**config.mk**
```make
export PLATFORM = sky130hd
export DESIGN_NAME = serial_comparator_flat
export DESIGN_NICKNAME = d
export VERILOG_FILES = /design/src/rtl/serial_comparator_if.sv /design/src/rtl/serial_comparator.sv /design/src/flat_wrapper.sv
export SDC_FILE = /design/constraint.sdc
export NUM_CORES = 1
export LEC_CHECK = 0
export CORE_MARGIN = 2
export CORE_UTILIZATION = 40
export CTS_BUF_LIST = sky130_fd_sc_hd__clkbuf_16
export DETAILED_ROUTE_END_ITERATION = 12
export GPL_ROUTABILITY_DRIVEN = 0
export PLACE_DENSITY = 0.73
export SYNTH_ARGS = -nofsm -noshare
export SYNTH_HDL_FRONTEND = slang
export SYNTH_SLANG_ARGS = --single-unit
```
**constraint.sdc**
```tcl
create_clock -name clk -period 2.45 [get_ports clk]
set_clock_uncertainty 0.2 [all_clocks]
set_input_delay 0.735 -clock clk [delete_from_list [all_inputs] [get_ports clk]]
set_output_delay 0.735 -clock clk [all_outputs]
set_load 0.1 [all_outputs]
```
**src/rtl/serial_comparator_if.sv**
```systemverilog
// Request/result bundle for the chunked serial magnitude comparator.
// The master drives operands and start; the slave (comparator) returns status and flags.
interface serial_comparator_if #(
  parameter int unsigned N     = 32,
  parameter int unsigned CHUNK = 8
);
  localparam int unsigned CW = $clog2(N / CHUNK) + 1;

  logic          start;
  logic [N-1:0]  a;
  logic [N-1:0]  b;
  logic          is_signed;
  logic          busy;
  logic          done;
  logic          Lesser;
  logic          Greater;
  logic          Equal;
  logic [CW-1:0] chunks_used;

  modport master (
    output start, a, b, is_signed,
    input  busy, done, Lesser, Greater, Equal, chunks_used
  );

  modport slave (
    input  start, a, b, is_signed,
    output busy, done, Lesser, Greater, Equal, chunks_used
  );
endinterface

```
**src/rtl/serial_comparator.sv**
```systemverilog
// Compares two N-bit operands CHUNK bits per cycle from the MSB end, stopping at the
// first differing chunk. All outputs are registered.
module serial_comparator #(
  parameter int unsigned N     = 32,
  parameter int unsigned CHUNK = 8
) (
  input  logic              clk,
  input  logic              rst_n,
  serial_comparator_if.slave bus
);
  localparam int unsigned NCH = N / CHUNK;
  localparam int unsigned CW  = $clog2(NCH) + 1;

  localparam logic StIdle = 1'b0;
  localparam logic StCmp  = 1'b1;

  if (N < 2) begin : g_bad_n
    $error("serial_comparator: N must be at least 2");
  end
  if (CHUNK < 1 || CHUNK > N) begin : g_bad_chunk
    $error("serial_comparator: CHUNK must be in 1..N");
  end else if (N % CHUNK != 0) begin : g_bad_div
    $error("serial_comparator: CHUNK must divide N");
  end

  logic          state_q, state_d;
  logic [N-1:0]  a_q, a_d;
  logic [N-1:0]  b_q, b_d;
  logic [CW-1:0] idx_q, idx_d;
  logic          busy_q, busy_d;
  logic          done_q, done_d;
  logic          lt_q, lt_d;
  logic          gt_q, gt_d;
  logic          eq_q, eq_d;
  logic [CW-1:0] used_q, used_d;

  logic [CHUNK-1:0] chunk_a;
  logic [CHUNK-1:0] chunk_b;

  // Operands shift left each cycle so the chunk under test is always at the top.
  assign chunk_a = a_q[N-1 -: CHUNK];
  assign chunk_b = b_q[N-1 -: CHUNK];

  always_comb begin
    state_d = state_q;
    a_d     = a_q;
    b_d     = b_q;
    idx_d   = idx_q;
    busy_d  = busy_q;
    done_d  = 1'b0;
    lt_d    = lt_q;
    gt_d    = gt_q;
    eq_d    = eq_q;
    used_d  = used_q;
    case (state_q)
      StIdle: begin
        if (bus.start) begin
          a_d = bus.a;
          b_d = bus.b;
          // Flipping the sign bits maps two's-complement order onto unsigned order.
          if (bus.is_signed) begin
            a_d[N-1] = ~bus.a[N-1];
            b_d[N-1] = ~bus.b[N-1];
          end
          idx_d   = CW'(1);
          busy_d  = 1'b1;
          state_d = StCmp;
        end
      end
      StCmp: begin
        if (chunk_a != chunk_b) begin
          gt_d    = chunk_a > chunk_b;
          lt_d    = chunk_a < chunk_b;
          eq_d    = 1'b0;
          used_d  = idx_q;
          busy_d  = 1'b0;
          done_d  = 1'b1;
          state_d = StIdle;
        end else if (idx_q == CW'(NCH)) begin
          gt_d    = 1'b0;
          lt_d    = 1'b0;
          eq_d    = 1'b1;
          used_d  = idx_q;
          busy_d  = 1'b0;
          done_d  = 1'b1;
          state_d = StIdle;
        end else begin
          a_d   = a_q << CHUNK;
          b_d   = b_q << CHUNK;
          idx_d = idx_q + CW'(1);
        end
      end
      default: state_d = StIdle;
    endcase
  end

  always_ff @(posedge clk or negedge rst_n) begin
    if (!rst_n) begin
      state_q <= StIdle;
      a_q     <= '0;
      b_q     <= '0;
      idx_q   <= '0;
      busy_q  <= 1'b0;
      done_q  <= 1'b0;
      lt_q    <= 1'b0;
      gt_q    <= 1'b0;
      eq_q    <= 1'b0;
      used_q  <= '0;
    end else begin
      state_q <= state_d;
      a_q     <= a_d;
      b_q     <= b_d;
      idx_q   <= idx_d;
      busy_q  <= busy_d;
      done_q  <= done_d;
      lt_q    <= lt_d;
      gt_q    <= gt_d;
      eq_q    <= eq_d;
      used_q  <= used_d;
    end
  end

  assign bus.busy        = busy_q;
  assign bus.done        = done_q;
  assign bus.Lesser      = lt_q;
  assign bus.Greater     = gt_q;
  assign bus.Equal       = eq_q;
  assign bus.chunks_used = used_q;
endmodule
```
**src/flat_wrapper.sv**
```systemverilog
// flat-port wrapper written by rule: the top's interface ports become plain ports
module serial_comparator_flat 
#(
  parameter int unsigned N     = 32,
  parameter int unsigned CHUNK = 8
)
  (clk, rst_n, bus_start, bus_a, bus_b, bus_is_signed, bus_busy, bus_done, bus_Lesser, bus_Greater, bus_Equal, bus_chunks_used);
  serial_comparator_if #(.N(N), .CHUNK(CHUNK)) bus_i ();
  input  logic clk;
  input  logic rst_n;
  input wire logic [$bits(bus_i.start)-1:0] bus_start;
  input wire logic [$bits(bus_i.a)-1:0] bus_a;
  input wire logic [$bits(bus_i.b)-1:0] bus_b;
  input wire logic [$bits(bus_i.is_signed)-1:0] bus_is_signed;
  output wire logic [$bits(bus_i.busy)-1:0] bus_busy;
  output wire logic [$bits(bus_i.done)-1:0] bus_done;
  output wire logic [$bits(bus_i.Lesser)-1:0] bus_Lesser;
  output wire logic [$bits(bus_i.Greater)-1:0] bus_Greater;
  output wire logic [$bits(bus_i.Equal)-1:0] bus_Equal;
  output wire logic [$bits(bus_i.chunks_used)-1:0] bus_chunks_used;
  assign bus_i.start = bus_start;
  assign bus_i.a = bus_a;
  assign bus_i.b = bus_b;
  assign bus_i.is_signed = bus_is_signed;
  assign bus_busy = bus_i.busy;
  assign bus_done = bus_i.done;
  assign bus_Lesser = bus_i.Lesser;
  assign bus_Greater = bus_i.Greater;
  assign bus_Equal = bus_i.Equal;
  assign bus_chunks_used = bus_i.chunks_used;
  serial_comparator #(.N(N), .CHUNK(CHUNK)) u_core (.clk(clk), .rst_n(rst_n), .bus(bus_i));
endmodule
```
==> results of run 1 <==
[kinds of logic (layout without fill, tap and decap cells)]
kind of cell | Yosys count | after routing
and+or+nand+nor | 138 | 138
adders and majority gates | 10 | 10
xor gates and xnor gates | 2 | 2
AOI/OAI and AO/OA | 90 | 90
buffers and inverters | 34 | 112
DFF | 76 | 76
[placed cells by master (no fill, tap or decap), drive strengths merged]
master         count
a211oi             1
a31o               1
a22oi              1
nor2b              2
o21ai             22
o41a               1
buf               15
a221o              1
and4               3
o41ai              1
clkbuf             9
nand2             44
nand4              3
a311oi             1
a21boi             1
bufinv             2
clkdlybuf4s50     66
nand3              1
clkinv             4
a21oi             12
o211ai             1
o31ai              1
ha                10
xor2               1
o22ai             46
nor2              84
dfrtp             76
xnor2              1
nor3               1
inv               16
[synthesized netlist by cell type, drive strengths merged]
library cell  instances  area (sq um)
nand3                 1          5.00
a221o                 1          10.0
a21oi                12          60.1
o31ai                 1          7.51
nor2b                 2          12.5
nor3                  1          5.00
nand2                44           165
o22ai                46           288
o41ai                 1          8.76
xnor2                 1          8.76
buf                  16           115
ha                   10           125
o21ai                22           110
and4                  3          31.3
inv                  15          63.8
a211oi                1          7.51
a311oi                1          8.76
a21boi                1          7.51
nand4                 3          25.0
nor2                 84           352
a31o                  1          8.76
dfrtp                76          1900
o41a                  1          11.3
clkbuf                3          11.3
o211ai                1          7.51
xor2                  1          8.76
a22oi                 1          7.51
[layout make-up]
class | instances | share of cell area [%]
sequential | 76 | 41.4
multi-input combinational | 240 | 28.0
timing repair buffer | 81 | 19.6
clock buffer | 9 | 4.91
tap | 105 | 2.86
clock inverter | 7 | 1.80
inverter | 15 | 1.39
[worst min-delay path by stage]
| stage | startpoint | to | slack (ps) |
|---|---|---|---|
| detailed placement | u_core.b_q[14] | u_core.b_q[14] | 290 |
| CTS | rst_n | u_core.bus.chunks_used[0] | 140 |
| global placement | u_core.b_q[11] | u_core.b_q[11] | 280 |
| finish | rst_n | u_core.bus.chunks_used[0] | 130 |
| global route | rst_n | u_core.bus.chunks_used[0] | 160 |
| floorplan | rst_n | u_core.a_q[0] | 240 |
[worst max-delay path, cell delays in order (launching register included)]
cell and delay, ps:
dfrtp_1 400, ha_1 350, and4_4 260, and4_4 420, nor2_8 90, inv_8 220
nor2_1 60, a21oi_1 120
[layer usage]
layer,vias up,routed length [microns],share of wire [%]
li1,1368,-,-
met1,1269,3480,45
met2,59,3820,50
met3,8,322,4.2
met4,0,85,1.1
met5,-,0,0
[power groups by stage]
stage / Sequential [W] / Clock [W] / Combinational [W]
2_1_floorplan: 0.00167 / 0 / 0.000347
3_3_place_gp: 0.00156 / 0 / 0.000750
3_5_place_dp: 0.00157 / 0 / 0.000774
4_1_cts: 0.00155 / 0.00138 / 0.000781
5_1_grt: 0.00157 / 0.00144 / 0.000848
6_report: 0.00155 / 0.00137 / 0.000773
[metrics by stage]
step	instances	setup WS, ps	utilization [%]	hold WS (ps)
6_report	533	246	56.1	135
5_1_grt	533	82.4	56.1	157
4_1_cts	533	244	56.1	142
3_5_place_dp	517	124	52.4	287
3_3_place_gp	517	145	52.4	278
2_1_floorplan	350	586	-	239
[registers in the layout, indices dropped and copies added (netlist names)]
| register | count |
|---|---|
| u_core.bus.Greater | 1 |
| u_core.bus.Lesser | 1 |
| u_core.bus.chunks_used | 3 |
| u_core.bus.Equal | 1 |
| u_core.state_q | 1 |
| u_core.idx_q | 3 |
| u_core.b_q | 32 |
| u_core.a_q | 32 |
| u_core.bus.done | 1 |
| u_core.bus.busy | 1 |
==> flow_metrics.py, run 1 <==
metrics = {
    "clock_tree": {
        "htreeDepth": 3,
        "cts.path.max_buffers": 2,
        "cts_hold_buf": 0,
        "cts_inserted_buffers": 9,
        "cts_tree": "yes",
        "insertion_delay_ps": 330,
        "cts_setup_buffers": 0,
        "clk_pin_slew_ps": 60,
        "ctsResizeCount": 0,
        "numClockSinks": 76,
        "cts-root-buf": "clkbuf_16",
    },
    "final_layout": {
        "fillCellCount": 728,
        "final_layout_size_suffix_gt1_share_pct": 10.5,
        "final_cell_area_sq_um": 4590,
        "diodes": 0,
        "final-seq-area_sq_um": 1900,
        "multiInputGateArea_sq_um": 1290,
        "nNetsFinal": 501,
        "syn_to_final_growth_pct": 36.1,
    },
    "logic_synthesis": {
        "synth_cell_types": 36,
        "synth_xor_area_share_pct": 0.519,
        "synth_simple_gate_area_share_pct": 17.7,
        "synth_nets": 428,
        "synth-seq-cells": 76,
        "netlist_instances": 350,
        "synth_top_family_by_area": "simple AND/OR/NAND/NOR gates",
        "muxShareOfSynthArea_pct": 0,
        "synth.cell_area_sq_um": 3370,
        "avgSynthCellArea_sq_um": 9.64,
        "synth_adder_area_share_pct": 3.71,
        "synth-compound-area-share_pct": 16.1,
        "yosysSeqAreaShare_pct": 56.4,
        "yosysWarnings": 0,
    },
    "sta": {
        "period_needed_ps": 2200,
        "rsz0062_at_grt": "false",
        "worst_pin_slew_ps": 496,
        "setup-tns-final_ps": 0,
        "slew_viol_final": 0,
        "max_freq_ghz": 0.454,
        "setup_violations": 0,
        "hold_viol": 0,
        "timing.slew.headroom_pct": 66.6,
        "finalCritPeriodShare_pct": 90.0,
    },
    "power_and_ir_drop": {
        "p_per_area_nw_per_um2": 804,
        "power_switching_w": 0.00103,
        "power_frac_clock_pct": 37.0,
        "p_total_w": 0.00369,
        "peakVddDrop_mv": 0.360,
        "seqPwrFrac_pct": 42.0,
        "p_leak_nw": 1.98,
        "netSwitchingFraction_pct": 27.9,
        "combPwrFrac_pct": 20.9,
        "p_int_w": 0.00266,
    },
    "die": {
        "start_util_pct": 41.3,
        "coreArea_sq_um": 8180,
        "rows": 33,
        "die-height_microns": 95.8,
        "die_x_microns": 95.8,
        "ios": 76,
        "die_area_sq_um": 9180,
    },
    "global_route": {
        "grt_usage_pct": 17.9,
        "overflow": 0,
        "antenna_found_initial": 0,
        "grt_pass1_wl_microns": 12500,
        "use_met1_pct": 23.9,
        "grt-busiest-layer": "met2",
        "met3_usage_pct": 2.90,
        "globalRouteMet2Util_pct": 29.0,
        "grt_max_degree": 47,
        "grt_pass1_vias": 2608,
    },
    "setup_path": {
        "worstReg2RegStart": "u_core.a_q[27]",
        "cp_data_required_time_ps": 2500,
        "crit_type": "reg -> reg",
        "r2r_cells": 7,
        "cp.arrival_ps": 2260,
        "crit_start": "u_core.a_q[27]",
        "start_kind": "register",
        "regToRegSetupSlack_ps": 250,
        "worstSetupEndpoint": "u_core.idx_q[0]",
        "cp_max_fo": 42,
        "timing.rr.end": "u_core.idx_q[0]",
        "cp-end-kind": "register",
    },
    "routing": {
        "drc_errors": 0,
        "detail_route.wl_per_cell_microns": 14.5,
        "drt_iter0_drc": 182,
        "first_pass_iters": 4,
        "wl_microns": 7710,
        "ant_nets": 0,
        "num_vias": 2704,
        "avgViaCountPerCell": 5.07,
    },
    "worst_hold_path": {
        "min_path_type": "in -> async",
    },
    "placed_design": {
        "io_buffers": 75,
        "post-dp-hpwl_microns": 5420,
        "dpl_cell_area_sq_um": 4280,
    },
    "run_status": {
        "status": "finished, final reports clean",
    },
    "run": {
        "cap_violations": 0,
    },
}
(Power assumes the default switching activity.)
==> inputs of run 2 (changes only) <==
--- a/config.mk
+++ b/config.mk
@@ -7,7 +7,7 @@
 export LEC_CHECK = 0
 export CORE_MARGIN = 2
 export CORE_UTILIZATION = 40
-export CTS_BUF_LIST = sky130_fd_sc_hd__clkbuf_16
+export CTS_BUF_LIST = sky130_fd_sc_hd__clkbuf_2
 export DETAILED_ROUTE_END_ITERATION = 12
 export GPL_ROUTABILITY_DRIVEN = 0
 export PLACE_DENSITY = 0.73
==> flow_metrics.py, run 2 (synthesized netlist as in run 1, its figures left out) <==
metrics = {
    "global_route": {
        "antenna_found_initial": 0,
        "overflow": 0,
        "grt_max_degree": 47,
        "grt_pass1_wl_microns": 12400,
        "grt_pass1_vias": 2596,
        "grt_usage_pct": 17.7,
    },
    "die": {
        "die-height_microns": 95.8,
        "ios": 76,
        "rows": 33,
        "die_area_sq_um": 9180,
        "die_x_microns": 95.8,
        "coreArea_sq_um": 8180,
        "start_util_pct": 41.3,
    },
    "run": {
        "cap_violations": 0,
    },
    "clock_tree": {
        "ctsResizeCount": 0,
        "cts_inserted_buffers": 9,
        "clk_pin_slew_ps": 180,
        "cts_tree": "yes",
        "insertion_delay_ps": 490,
        "htreeDepth": 3,
        "numClockSinks": 76,
        "cts-root-buf": "clkbuf_2",
        "cts.path.max_buffers": 2,
    },
    "final_layout": {
        "layout_commonest_cell": "dfrtp_1",
        "syn_to_final_growth_pct": 31.0,
        "final-seq-area_sq_um": 1900,
        "final_cell_area_sq_um": 4420,
        "mostFrequentLayoutCells": "dfrtp_1 (76), nor2_1 (75), clkdlybuf4s50_1 (66)",
        "top_regs": "u_core.a_q (32), u_core.b_q (32)",
        "multiInputGateArea_sq_um": 1290,
        "diodes": 0,
        "fillCellCount": 760,
        "final_layout_size_suffix_gt1_share_pct": 10.7,
        "nNetsFinal": 502,
    },
    "power_and_ir_drop": {
        "peakVddDrop_mv": 0.305,
        "p_per_area_nw_per_um2": 695,
        "p_leak_nw": 1.91,
    },
    "routing": {
        "num_vias": 2702,
        "detail_route.wl_per_cell_microns": 14.2,
        "avgViaCountPerCell": 5.06,
        "drt_iter0_drc": 196,
        "drc_errors": 0,
        "first_pass_iters": 4,
        "ant_nets": 0,
        "wl_microns": 7590,
    },
    "sta": {
        "period_needed_ps": 2220,
        "finalCritPeriodShare_pct": 90.5,
        "worst_pin_slew_ps": 480,
        "setup_violations": 0,
        "slew_viol_final": 0,
        "setup-tns-final_ps": 0,
        "max_freq_ghz": 0.451,
        "timing.slew.headroom_pct": 67.6,
        "rsz0062_at_grt": "false",
        "hold_viol": 0,
    },
    "setup_path": {
        "crit_chain": "ha_1 -> and4_4 -> and4_4 -> nor2_8 -> inv_8 -> nor2_1 -> nor2_1",
        "regToRegSetupSlack_ps": 230,
        "critPathBufInv": 1,
        "cp.arrival_ps": 2450,
        "start_kind": "register",
        "cp-end-kind": "register",
        "cp_max_fo": 42,
        "critPathMaxStageDelay_ps": 440,
        "worst_path_max_delay_cell": "dfrtp_1",
        "crit_type": "reg -> reg",
        "cp_top_family": "simple AND/OR/NAND/NOR gates",
        "cp_data_required_time_ps": 2680,
    },
    "run_status": {
        "status": "finished, final reports clean",
    },
    "placed_design": {
        "io_buffers": 75,
        "dpl_cell_area_sq_um": 4280,
        "post-dp-hpwl_microns": 5420,
    },
    "worst_hold_path": {
        "min_path_type": "reg -> reg",
    },
}
-- run 2: path summary, 6_finish.rpt --
path                            cells past startpoint           start                   endpoint
worst min-delay path                                2  u_core.b_q[14]             u_core.b_q[14]
worst max register to register                      7  u_core.a_q[27]             u_core.a_q[28]
max in group asynchronous                           3           rst_n             u_core.a_q[13]
min in group asynchronous                           2           rst_n  u_core.bus.chunks_used[0]
worst min register to register                      2  u_core.b_q[14]             u_core.b_q[14]
worst max-delay path                                7  u_core.a_q[27]             u_core.a_q[28]
-- run 2: metrics by stage --
| stage | power [W] | setup WS, ps | hold WS, ps | instances | utilization, % |
|---|---|---|---|---|---|
| final | 0.00307 | 232 | 320 | 534 | 54.1 |
| after global routing | 0.00324 | 62.4 | 334 | 534 | 54.1 |
| after CTS | 0.00309 | 228 | 323 | 534 | 54.1 |
| after detailed placement | 0.00234 | 124 | 287 | 517 | 52.4 |
| after global placement | 0.00231 | 145 | 278 | 517 | 52.4 |
| after floorplan | 0.00202 | 586 | 239 | 350 | - |
-- run 2: power breakdown --
part / internal, W / total, W / leakage (nW) / switching [W]
sequential: 0.00143 / 0.00154 / 0.879 / 0.000112
clock: 0.000334 / 0.000754 / 0.0831 / 0.000419
combinational: 0.000345 / 0.000773 / 0.945 / 0.000428
-- run 2: layer usage --
layer | global-route usage (%) | up-vias | share of wire, %
li1 | - | 1361 | -
met1 | 24.0 | 1273 | 46
met2 | 28.2 | 58 | 49
met3 | 3.13 | 10 | 3.8
met4 | 7.14 | 0 | 1.5
met5 | 0 | - | 0
-- run 2: repair_timing --
action	4_1_cts	5_1_grt
hold buffers	1	0
hold endpoints to repair	28	0
setup endpoints to repair	0	0
buffers inserted	0	0
-- run 2: cell type report --
type | instances | area share [%]
multi-input combinational | 240 | 29.1
timing repair buffer | 82 | 20.5
inverter | 15 | 1.44
clock buffer | 10 | 1.13
tap | 105 | 2.97
sequential | 76 | 43.0
clock inverter | 6 | 1.78
-- run 2: worst register-to-register path: cells and delay by family, from the launching register on --
kind | cells | cell delay, ps
buffers and inverters | 1 | 220
adder cells (fa/ha/maj) | 1 | 350
AND/OR/NAND/NOR | 5 | 950
flip-flops | 1 | 440
